===== src/rtl/video_frame_analyzer.sv =====
// rtl/video_frame_analyzer.sv - per-frame geometry, lock and width-consistency monitor for a sync/dval video stream
// Optional pixel checksum is compiled in with `define VFA_CHECKSUM_EN.
module video_frame_analyzer #(
  parameter int CNT_W      = 12,
  parameter int EXP_WIDTH  = 640,
  parameter int EXP_HEIGHT = 480
) (
  input  logic             px_clk,
  input  logic             sys_rst,
  input  logic             vsync_i,
  input  logic             hsync_i,
  input  logic             dval_i,
  input  logic [7:0]       rdata_i,
  input  logic [7:0]       gdata_i,
  input  logic [7:0]       bdata_i,
  output logic [CNT_W-1:0] width_o,
  output logic [CNT_W-1:0] height_o,
  output logic [15:0]      frame_cnt_o,
  output logic [31:0]      checksum_o,
  output logic             width_err_o,
  output logic             locked_o,
  output logic             frame_done_o
);

  typedef enum logic {IDLE, MEASURE} state_t;

  localparam logic [CNT_W-1:0] CNT_MAX = '1;

  state_t state, state_nxt;

  logic vs_r, hs_r, dv_r;
  logic vs_p, hs_p;
  logic vs_rise, hs_rise, dv_q;

  logic [CNT_W-1:0] pix_cnt, line_cnt, ref_width;
  logic             err;
  logic             match_streak;

  logic [CNT_W-1:0] pix_eff, lines_eff, ref_eff;
  logic             err_eff, line_close, active_close, first_line, frame_match;

  // Sync history resets high so a sync already asserted at reset release is not an edge.
  always_ff @(posedge px_clk or posedge sys_rst) begin
    if (sys_rst) begin
      vs_r    <= 1'b1;
      hs_r    <= 1'b1;
      vs_p    <= 1'b1;
      hs_p    <= 1'b1;
      dv_r    <= 1'b0;
      vs_rise <= 1'b0;
      hs_rise <= 1'b0;
      dv_q    <= 1'b0;
    end else begin
      vs_r    <= vsync_i;
      hs_r    <= hsync_i;
      dv_r    <= dval_i;
      vs_p    <= vs_r;
      hs_p    <= hs_r;
      vs_rise <= vs_r & ~vs_p;
      hs_rise <= hs_r & ~hs_p;
      dv_q    <= dv_r;
    end
  end

  // Effective per-cycle values: the current pixel is folded into a line closing on the same cycle.
  always_comb begin
    pix_eff      = (dv_q && pix_cnt != CNT_MAX) ? pix_cnt + CNT_W'(1) : pix_cnt;
    line_close   = hs_rise | vs_rise;
    active_close = line_close && (pix_eff != '0);
    first_line   = (line_cnt == '0);
    ref_eff      = (active_close && first_line) ? pix_eff : ref_width;
    err_eff      = err | (active_close && !first_line && (pix_eff != ref_width));
    lines_eff    = (active_close && line_cnt != CNT_MAX) ? line_cnt + CNT_W'(1) : line_cnt;
    frame_match  = (ref_eff == CNT_W'(EXP_WIDTH)) && (lines_eff == CNT_W'(EXP_HEIGHT)) && !err_eff;
  end

  always_ff @(posedge px_clk or posedge sys_rst) begin
    if (sys_rst) state <= IDLE;
    else         state <= state_nxt;
  end

  always_comb begin
    state_nxt = state;
    case (state)
      IDLE:    if (vs_rise) state_nxt = MEASURE;
      MEASURE: state_nxt = MEASURE;
      default: state_nxt = IDLE;
    endcase
  end

  always_ff @(posedge px_clk or posedge sys_rst) begin
    if (sys_rst) begin
      pix_cnt      <= '0;
      line_cnt     <= '0;
      ref_width    <= '0;
      err          <= 1'b0;
      match_streak <= 1'b0;
      width_o      <= '0;
      height_o     <= '0;
      frame_cnt_o  <= '0;
      width_err_o  <= 1'b0;
      locked_o     <= 1'b0;
      frame_done_o <= 1'b0;
    end else begin
      frame_done_o <= 1'b0;
      if (state == IDLE) begin
        pix_cnt   <= '0;
        line_cnt  <= '0;
        ref_width <= '0;
        err       <= 1'b0;
      end else if (vs_rise) begin
        width_o      <= ref_eff;
        height_o     <= lines_eff;
        width_err_o  <= err_eff;
        frame_cnt_o  <= frame_cnt_o + 16'd1;
        frame_done_o <= 1'b1;
        locked_o     <= frame_match && match_streak;
        match_streak <= frame_match;
        pix_cnt      <= '0;
        line_cnt     <= '0;
        ref_width    <= '0;
        err          <= 1'b0;
      end else begin
        pix_cnt   <= line_close ? '0 : pix_eff;
        line_cnt  <= lines_eff;
        ref_width <= ref_eff;
        err       <= err_eff;
      end
    end
  end

`ifdef VFA_CHECKSUM_EN
  logic [7:0]  r_r, g_r, b_r;
  logic [9:0]  px_sum_q;
  logic [31:0] sum, sum_eff;

  // RGB is summed one stage early so px_sum_q lines up with dv_q.
  always_comb begin
    sum_eff = dv_q ? sum + {22'd0, px_sum_q} : sum;
  end

  always_ff @(posedge px_clk or posedge sys_rst) begin
    if (sys_rst) begin
      r_r        <= '0;
      g_r        <= '0;
      b_r        <= '0;
      px_sum_q   <= '0;
      sum        <= '0;
      checksum_o <= '0;
    end else begin
      r_r      <= rdata_i;
      g_r      <= gdata_i;
      b_r      <= bdata_i;
      px_sum_q <= {2'b00, r_r} + {2'b00, g_r} + {2'b00, b_r};
      if (state == IDLE) begin
        sum <= '0;
      end else if (vs_rise) begin
        checksum_o <= sum_eff;
        sum        <= '0;
      end else begin
        sum <= sum_eff;
      end
    end
  end
`else
  logic unused_rgb;
  assign unused_rgb = ^{rdata_i, gdata_i, bdata_i};
  assign checksum_o = '0;
`endif

endmodule


===== config.mk =====
export PLATFORM = sky130hd
export DESIGN_NAME = video_frame_analyzer
export DESIGN_NICKNAME = d
export VERILOG_FILES = /design/src/rtl/video_frame_analyzer.sv
export SDC_FILE = /design/constraint.sdc
export NUM_CORES = 1
export LEC_CHECK = 0
export ABC_AREA = 1
export BUFFER_PORTS_ARGS = -buffer_cell sky130_fd_sc_hd__buf_2
export CAP_MARGIN = 20
export CORE_ASPECT_RATIO = 0.6
export CORE_MARGIN = 2
export CORE_UTILIZATION = 45
export DETAILED_ROUTE_END_ITERATION = 12
export PLACE_DENSITY_LB_ADDON = 0.05
export SETUP_SLACK_MARGIN = 0.02
export SLEW_MARGIN = 5
export SYNTH_ARGS = -nofsm -noshare
export SYNTH_HDL_FRONTEND = slang
export SYNTH_SLANG_ARGS = --single-unit
export TNS_END_PERCENT = 5

===== constraint.sdc =====
create_clock -name px_clk -period 3.2 [get_ports px_clk]
set_input_delay 0.48 -clock px_clk [delete_from_list [all_inputs] [get_ports px_clk]]
set_output_delay 0.48 -clock px_clk [all_outputs]
set_load 0.1 [all_outputs]

**Word level (Yosys, flattened, before mapping)**

Index checks and enable logic that the tools add are counted.

- Bits of input ports: 29
- ROM bits: 0
- Latch bits: 0
- Output and inout port bits: 75
- Memory bits (writable): 0
- Memories: 0
- Bits in registers: 90

- Reductions and logical operators: 14
- Divide/modulo/power cells: 0
- Shift-type cells: 0
- Order comparisons: 0
- Equal/unequal tests: 5
- Multiplexer cells: 15
- Multipliers: 0
- Add/subtract/negate cells: 3
- Bitwise gates (word level): 7

Operators with widths:

| kind | number |
|---|---|
| two-way mux 12 bit | 10 |
| adder 12 x 1 -> 12 bit, second input constant | 2 |
| inequality test 12 bit, second input constant | 2 |
| adder 16 x 1 -> 16 bit, second input constant | 1 |
| == test 12 x 10 -> 1 bit, second input constant | 1 |
| == test 12 x 9 -> 1 bit, second input constant | 1 |
| logical NOT 12 bit | 1 |
| inequality test 12 bit | 1 |
| nonzero test 12 bit | 1 |
| logical AND 1 bit | 9 |
| two-way mux 1 bit | 4 |
| NOT 1 bit | 3 |
| bitwise AND 1 bit | 2 |
| logical NOT 1 bit | 2 |
| OR 1 bit | 2 |
| one-hot mux 1 bit (2 select lines) | 1 |
| AND reduction 2 bit | 1 |

**Logic depth before layout (Yosys ltp)**

Gate-level depths: netlist of the first run.

- Depth in word-level cells: 11
- Mapped depth: 23
- Depth with buffers taken out: 23

**Worst setup path before layout of the first run**

Ideal clock, no wire load.

- Kind: register -> register
- From: register frame_cnt_o[0]
- To: register frame_cnt_o[14]
- Arrival time: 2.526 ns
- Path buffers: 0
- Stages on the path, launching flop included: 10
- Setup time: 0.158 ns
- Setup slack: 0.515 ns
- Period minus slack after synthesis: 2.685 ns
- Cell sequence: dfrtp_1 -> ha_1 -> inv_1 -> nor2_1 -> nand3_1 -> nor4_1 -> nand3_1 -> nor3b_1 -> nand3_1 -> xnor2_1

- Longest elaborated chain between the ends: 1

RTL lines:

| element | RTL line | text |
|---|---|---|
| from (decl) | 18 | `output logic [15:0] frame_cnt_o,` |
| from (signal assigned) | 115 | `frame_cnt_o <= frame_cnt_o + 16'd1;` |
| adder 16 x 1 -> 16 bit | 115 |  |

No other way between the ends.
A chain may end at the register's enable or synchronous reset.

**Final worst setup path of the first run**

- From: register pix_cnt[1]
- To: register locked_o

- Longest elaborated chain between the ends: 11
- Elaborated cells on any way between the ends: 20
- Those cells by class: 1 x add/sub; 4 x eq/ne; 3 x mux; 1 x bitwise; 11 x reduce/logical

RTL lines:

| element | RTL line | text |
|---|---|---|
| from (decl) | 35 | `logic [CNT_W-1:0] pix_cnt, line_cnt, ref_width;` |
| from (signal assigned) | 124 | `pix_cnt <= line_close ? '0 : pix_eff;` |
| parallel branches: the longest is 2 deep, another holds adder 12 x 1 -> 12 bit | - |  |
| two-way mux 12 bit (*) | 67 | `pix_eff = (dv_q && pix_cnt != CNT_MAX) ? pix_cnt + CNT_W'(1) : pix_cnt;` |
| nonzero test 12 bit | 69 | `active_close = line_close && (pix_eff != '0);` |
| logical AND 1 bit | 69 |  |
| logical AND 1 bit, on equally long branches | 71, 72, 73 |  |
| two-way mux 12 bit (tied with other cells) | 71 | `ref_eff = (active_close && first_line) ? pix_eff : ref_width;` |
| == test 12 x 10 -> 1 bit (tied with other cells) | 74 | `frame_match = (ref_eff == CNT_W'(EXP_WIDTH)) && (lines_eff == CNT_W'(EXP_HEIGHT)) && !err_eff;` |
| logical AND 1 bit / logical NOT 1 bit (equally long branches) | 74 |  |
| logical AND 1 bit (*) | 74 |  |
| logical AND 1 bit (*) | 117 | `locked_o <= frame_match && match_streak;` |
| to (signal assigned) | 117 |  |
| to (decl) | 21 | `output logic locked_o,` |

Every way passes the cells marked *.

==> results of run 1 <==
==> sequential cells by signal, summed over array words and instances (netlist names), 12 cells and up <==
name and flops:
frame_cnt_o 16, height_o 12, line_cnt 12, pix_cnt 12, ref_width 12, width_o 12
==> synth_stat cells, drive strengths merged <==
master  number  share of area
a31oi        1         0.0013
ha           4          0.010
nand2      185           0.15
xor2        22          0.040
clkinv       1        0.00077
conb         1        0.00077
nor3         5         0.0051
nand3       44          0.049
buf         39          0.064
o21ai       30          0.031
a21oi        2         0.0021
inv         79          0.061
nor3b        2         0.0031
dfrtp       86           0.44
nand4       23          0.030
xnor2        4         0.0072
clkbuf      12         0.0092
dfstp        4          0.022
nor4         4         0.0051
nor2        86          0.069
==> logic make-up (layout without fill, tap and decap cells) <==
logic type	count (synthesis)	after routing	share of synthesized area
AND/OR/NAND/NOR	349	349	0.310
flip-flops	90	90	0.463
XOR/XNOR	26	26	0.0467
AO/OA/AOI/OAI	33	33	0.0341
adder cells (fa/ha/maj)	4	4	0.0103
buffers and inverters	131	194	0.135
other	1	32	0.000769
==> critical path, delay by kind of cell (launching register included) <==
kind,cells,cell delay (ns)
buf+inv,3,0.47
fa+ha+maj,1,0.19
simple gates,17,1.72
flops,1,0.40
==> power by group <==
part | switching (W) | internal [W]
sequential | 0.000120 | 0.00130
clock | 0.000465 | 0.000579
combinational | 0.00134 | 0.000346
total | 0.00193 | 0.00222
==> layout make-up <==
cell class,count,area [um2],area share
inverters,80,302,0.0523
clock buffers,11,253,0.0439
multi-input cells,444,2090,0.363
clock inverters,5,43.8,0.00760
well taps,139,174,0.0302
flip-flops and latches,90,2260,0.392
repair buffers,98,643,0.112
==> through the flow <==
stage / area, um2 / hold slack, ns / worst slack [ns] / util
6_report: 5760 / 0.179 / 0.347 / 0.546
5_1_grt: 5760 / 0.211 / 0.0460 / 0.546
4_1_cts: 5750 / 0.200 / 0.314 / 0.545
3_5_place_dp: 5460 / 0.347 / 0.366 / 0.517
3_3_place_gp: 5460 / 0.338 / 0.378 / 0.517
2_1_floorplan: 4990 / 0.331 / 0.391 / -
==> worst min-delay path by stage <==
stage	start	to	slack, ns	depth (start not counted)
detailed placement	dv_r	dv_q	0.35	0
global route	vsync_i	vs_r	0.21	1
finish	sys_rst	ref_width[5]	0.18	2
CTS	sys_rst	hs_rise	0.20	2
floorplan	dv_r	dv_q	0.33	0
global placement	dv_r	dv_q	0.34	0
==> per-layer routing <==
| metal | up-vias | GRT usage |
|---|---|---|
| met2 | 111 | 0.270 |
| met4 | 0 | 0.0519 |
| met5 | - | 0 |
| met1 | 1894 | 0.327 |
| met3 | 9 | 0.0479 |
| li1 | 2085 | - |
==> metrics.md, run 1 <==
| Metric | Value |
|---|---|
| Crit-path max FO | `10` |
| Worst Max-Slew Pin Slew | `about 0.77 ns` |
| Crit path kind | `flip-flop to flip-flop` |
| Arrival @ worst endpoint | `roughly 3.1 ns` |
| Worst path slowest cell | `dfrtp_1` |
| Largest net degree at the start of global routing | `59` |
| Initial Util | `0.462` |
| Cell-by-cell trace of the critical path | `ha_1 > inv_1 > nor2_2 > nand3_2 > buf_4 > nand2_4 > nand2_1 > nand2_2 > nor2_1 > nand2_1 > nor2_2 > nand2_2 > nand3_2 > buf_4 > nand2_1 > nand2_1 > nor2_1 > nand3_1 > nor2_2 > nand3_1 > nand2_1` |
| Antenna diode count | `0` |
| Port bufs | `47` |
| Worst slew margin | `0.486` |
| Worst r2r dst | `locked_o` |
| CP Capture Type | `flip-flop` |
| Slowest cell delay on critical path | `about 0.40 ns` |
| Mean post-synth cell area | `about 7.7 um2` |
| RSZ-0062 raised after global routing | `false` |
| # IOs | `~100` |
| Final-report hold violation count | `0` |
| Hold-fix buffers, CTS | `0` |
| Fill cell count | `around 1000` |
| Max VDD drop | `between 600 and 700 uV` |
| M1 WL | `around 6300 um` |
| Cell count after synthesis | `~630` |
| Final clock skew | `roughly 0.013 ns` |
| Total track usage | `0.203` |
| Placer Congestion | `approximately 0.85` |
| RR Startpoint | `pix_cnt[1]` |
| Hold Crit Class | `primary input to asynchronous set/reset pin` |
| Gr ovfl total | `0` |
| YS warnings | `0` |
| Die Y | `84.6 um` |
| WP data required | `approximately 3.5 ns` |
| Most frequent cells in the layout | `nand2_1, dfrtp_1, nor2_1` |
| Met3 WL | `just over 600 um` |
| Setup TNS | `0 ns` |
| CP startpoint | `pix_cnt[1]` |
| Fin crit period | `2.85 ns` |
| Die ar. | `about 12000 um2` |
| Final period utilization | `0.892` |
| Clock-pin slew on the worst setup and hold paths | `0.07 ns` |
| Pre-antenna DRT Iters | `5` |
| Maximum root-to-sink buffer count | `2` |
| CP Launch Type | `flip-flop` |
| Placed cells | `approximately 850` |
| Nets | `about 760` |
| CTS sink count | `90` |
| Clock tree from TritonCTS | `yes` |
| Die W | `~140 um` |
| Final Non-Filler Cells | `~870` |
| Most common library cell in the layout ignoring fill and taps | `nand2_1` |
| 1st-iter DRT viols | `around 310` |
| Power, Total | `0.00415 W` |
| Sequential cell area fraction in the yosys report | `0.463` |
| Setup violators final | `0` |
| Routed Antenna Nets | `0` |
| Antenna violations before repair | `0` |
| Number of gates resized after CTS | `0` |
| Worst skew pair latency | `between 0.3 and 0.4 ns` |
| Pwr/cell area | `between 700 and 800 nW/um2` |
| Core area | `between 10000 and 15000 um2` |
| Cells on worst reg2reg path | `21` |
| Vias per inst | `~4.7` |
| Outcome | `finished, final reports clean` |
| Layout cell share with drive strength beyond 1 | `0.194` |
| Setup repair bufs after CTS | `0` |
| Register bit count reported by yosys | `90` |
| Synth-to-layout area growth | `18.2%` |
| CTS Buf Count | `9` |
| Wire per inst | `13.0 um` |
| Worst Setup EP | `locked_o` |
| Core Rows | `29` |
| Yosys cell types | `25` |
| Max Slew Vio Count | `0` |
| First-pass GRT wire length | `18900 um` |
| # H-tree levels | `3` |
| Drt total wl | `11200 um` |
| Dpl hpwl | `~8500 um` |
| MaxCap Viol Count | `0` |
| Reg-to-reg slack, setup | `~0.35 ns` |
| Max frequency | `roughly 350 MHz` |
| Top sig layer | `met4` |
| DR vias | `about 4100` |
| Number of global-route vias before repair | `about 3900` |
| Netlist Area Pre-Place | `4870 um2` |
| Clock root cell | `clkbuf_16` |
| Metal2 WL | `between 4000 and 5000 um` |
| LEAKAGE | `3.06 nW` |
| Cell seen most often among critical-path stages | `nand2_1` |
| DRC | `0` |
Note: power is estimated with default switching activity, not from simulation.
==> inputs of run 2 (changes only) <==
==> constraint.sdc (replaced) <==
create_clock -name px_clk -period 2.7 [get_ports px_clk]
set_input_delay 0.405 -clock px_clk [delete_from_list [all_inputs] [get_ports px_clk]]
set_output_delay 0.405 -clock px_clk [all_outputs]
set_load 0.1 [all_outputs]
==> metrics.md, run 2 (synthesized netlist as in run 1, its figures left out) <==
| Metric | Value |
|---|---|
| Final period utilization | `1.01 (+0.120)` |
| Area post-placement | `5420 um2 (-0.78%)` |
| Most frequent cells in the layout | `nand2_1, dfrtp_1, inv_1` |
| Dpl hpwl | `8460 um (about the same)` |
| Total track usage | `0.206 (+0.00219)` |
| Crit path kind | `flip-flop to flip-flop` |
| Number of global-route vias before repair | `3780 (-2.3%)` |
| Fin crit period | `2.73 ns (-0.122 ns)` |
| Die W | `138 um (unchanged)` |
| Core Rows | `29 (unchanged)` |
| Slowest cell delay on critical path | `0.42 ns (+0.02 ns)` |
| Hold Crit Class | `primary input to flip-flop` |
| Initial Util | `0.462 (unchanged)` |
| Fill cell count | `980 (-0.81%)` |
| CTS sink count | `90 (unchanged)` |
| Antenna diode count | `0 (unchanged)` |
| CP startpoint | `pix_cnt[4]` |
| Worst Max-Slew Pin Slew | `0.771 ns (+0.00532 ns)` |
| Final-report hold violation count | `0 (unchanged)` |
| Synth-to-layout area growth | `24.2%` |
| # H-tree levels | `3 (unchanged)` |
| Worst path slowest cell | `dfrtp_1` |
| Max Slew Vio Count | `0 (unchanged)` |
| CP Capture Type | `flip-flop` |
| Nets | `760 (+0.53%)` |
| GRT met2 Usage | `0.277 (+0.00675)` |
| Number of flip-flops in the largest register | `16 (unchanged)` |
| Setup violators final | `1 (+1)` |
| Drt total wl | `11900 um (+6.3%)` |
| CP Launch Type | `flip-flop` |
| Routed Antenna Nets | `0 (unchanged)` |
| Hold_ws | `0.149 ns (-0.0302 ns)` |
| Pwr/cell area | `836 nW/um2 (+16%)` |
| Outcome | `finished with violations` |
| DRC | `0 (unchanged)` |
| Wire per inst | `13.7 um (+5.8%)` |
| Port bufs | `47 (unchanged)` |
| GRT Max-Usage Layer | `met1` |
| Worst skew pair latency | `0.35 ns (about the same)` |
| Antenna violations before repair | `0 (unchanged)` |
| Final instance area | `6050 um2 (+5.0%)` |
| RR Startpoint | `pix_cnt[4]` |
| Crit-path max FO | `7 (-3)` |
| Largest net degree at the start of global routing | `59 (unchanged)` |
| Gr ovfl total | `0 (unchanged)` |
| Core area | `10600 um2 (unchanged)` |
| DR vias | `4226 (+3.1%)` |
| Seq. cell area | `2260 um2 (about the same)` |
| Top reg by flops | `frame_cnt_o` |
| GR Util met1 | `0.328 (+0.00122)` |
| Vias per inst | `4.85 (+2.6%)` |
| Max VDD drop | `811 uV (+16%)` |
| Pre-antenna DRT Iters | `5 (unchanged)` |
| Hold path start | `hsync_i` |
| Worst slew margin | `0.483 (-0.00357)` |
| First-pass GRT wire length | `19000 um (+0.36%)` |
| Arrival @ worst endpoint | `3.02 ns (-0.11 ns)` |
| Max frequency | `366 MHz (+4.5%)` |
| Clock-pin slew on the worst setup and hold paths | `0.07 ns (about the same)` |
| LEAKAGE | `3.13 nW (+2.2%)` |
| Clock root cell | `clkbuf_16` |
| Hold-fix buffers, CTS | `0 (unchanged)` |
| Clock tree from TritonCTS | `yes` |
| Final setup margin | `-0.0312 ns (-0.378 ns)` |
| Failing checks | `setup timing` |
| Place WS | `-0.149 ns (-0.514 ns)` |
| Buf/Inv on CP | `2 (-1)` |
| Setup TNS | `-0.0312 ns (-0.0312 ns)` |
| MaxCap Viol Count | `0 (unchanged)` |
| Multi-input logic area | `2290 um2 (+9.7%)` |
| 1st-iter DRT viols | `359 (+15%)` |
| Die Y | `84.6 um (unchanged)` |
| RSZ-0062 raised after global routing | `true` |
| Layout cell share with drive strength beyond 1 | `0.257 (+0.0631)` |
| # IOs | `104 (unchanged)` |
| Final clock skew | `0.00816 ns (-0.00527 ns)` |
| Crit path max-delay family | `simple AND/OR/NAND/NOR gates` |
| Placer Congestion | `0.904 (+5.9%)` |
| WP data required | `2.99 ns (-0.49 ns)` |
| Maximum root-to-sink buffer count | `2 (unchanged)` |
| Die ar. | `11700 um2 (unchanged)` |
| Met3 Use GR | `0.0519 (+0.00399)` |
| Most common library cell in the layout ignoring fill and taps | `nand2_1` |
| Cell-by-cell trace of the critical path | `nand2_1 > nor2_2 > nand3_4 > clkbuf_16 > nand3_2 > nand2_2 > nor2_2 > nand2_1 > nor2_2 > nand2_4 > nand3_4 > buf_6 > nand2_1 > nand2_2 > nand2_2 > nor2_2 > nand2_1 > nor2_2 > nand3_1 > nand2_1` |
| CTS Buf Count | `9 (unchanged)` |
-- run 2: per-layer routing --
| layer | routed length [um] | part of all wire |
|---|---|---|
| met1 | 6330 | 0.53 |
| met3 | 729 | 0.061 |
| met4 | 112 | 0.0094 |
| met2 | 4770 | 0.40 |
| met5 | 0 | 0 |
-- run 2: where the power goes --
| part | leakage, nW | switching (W) | internal (W) |
|---|---|---|---|
| Sequential | 1.19 | 0.000140 | 0.00154 |
| Clock | 0.151 | 0.000584 | 0.000680 |
| Combinational | 1.79 | 0.00166 | 0.000458 |
-- run 2: path summary, 6_finish.rpt --
kind / slack, ns / depth (start not counted) / to
worst min register to register: 0.35 / 0 / dv_q
worst max register to register: -0.03 / 20 / locked_o
worst min-delay path: 0.15 / 1 / hs_r
min in group asynchronous: 0.17 / 3 / height_o[9]
worst max-delay path: -0.03 / 20 / locked_o
max in group asynchronous: 1.91 / 3 / ref_width[8]
-- run 2: cell type report --
class                      instances  area share
multi-input combinational        445       0.379
tap                              139      0.0287
timing repair buffer             101       0.118
clock inverter                     6      0.0108
inverter                          80      0.0507
sequential                        90       0.373
clock buffer                      10      0.0395
-- run 2: worst reg2reg max path, stage by stage, from the launching register on --
cell	delay, ns
dfrtp_1	0.42
nand2_1	0.16
nor2_2	0.17
nand3_4	0.15
clkbuf_16	0.20
nand3_2	0.10
nand2_2	0.09
nor2_2	0.10
nand2_1	0.06
nor2_2	0.14
nand2_4	0.13
nand3_4	0.12
buf_6	0.15
nand2_1	0.06
nand2_2	0.09
nand2_2	0.06
nor2_2	0.10
nand2_1	0.08
nor2_2	0.13
nand3_1	0.08
nand2_1	0.07
-- run 2: timing repair --
action	4_1_cts	5_1_grt
resized for setup	16	46
hold endpoints to repair	0	0
pin swaps	4	25
setup buffers	0	6
endpoints found under the setup margin	3	6
cloned	1	3
-- run 2: stage by stage --
step                cells  power (W)   util
global placement      845    0.00369  0.513
floorplan             665    0.00328      -
detailed placement    845    0.00370  0.513
global route          871    0.00532  0.573
finish                871    0.00506  0.573
CTS                   862    0.00503  0.549
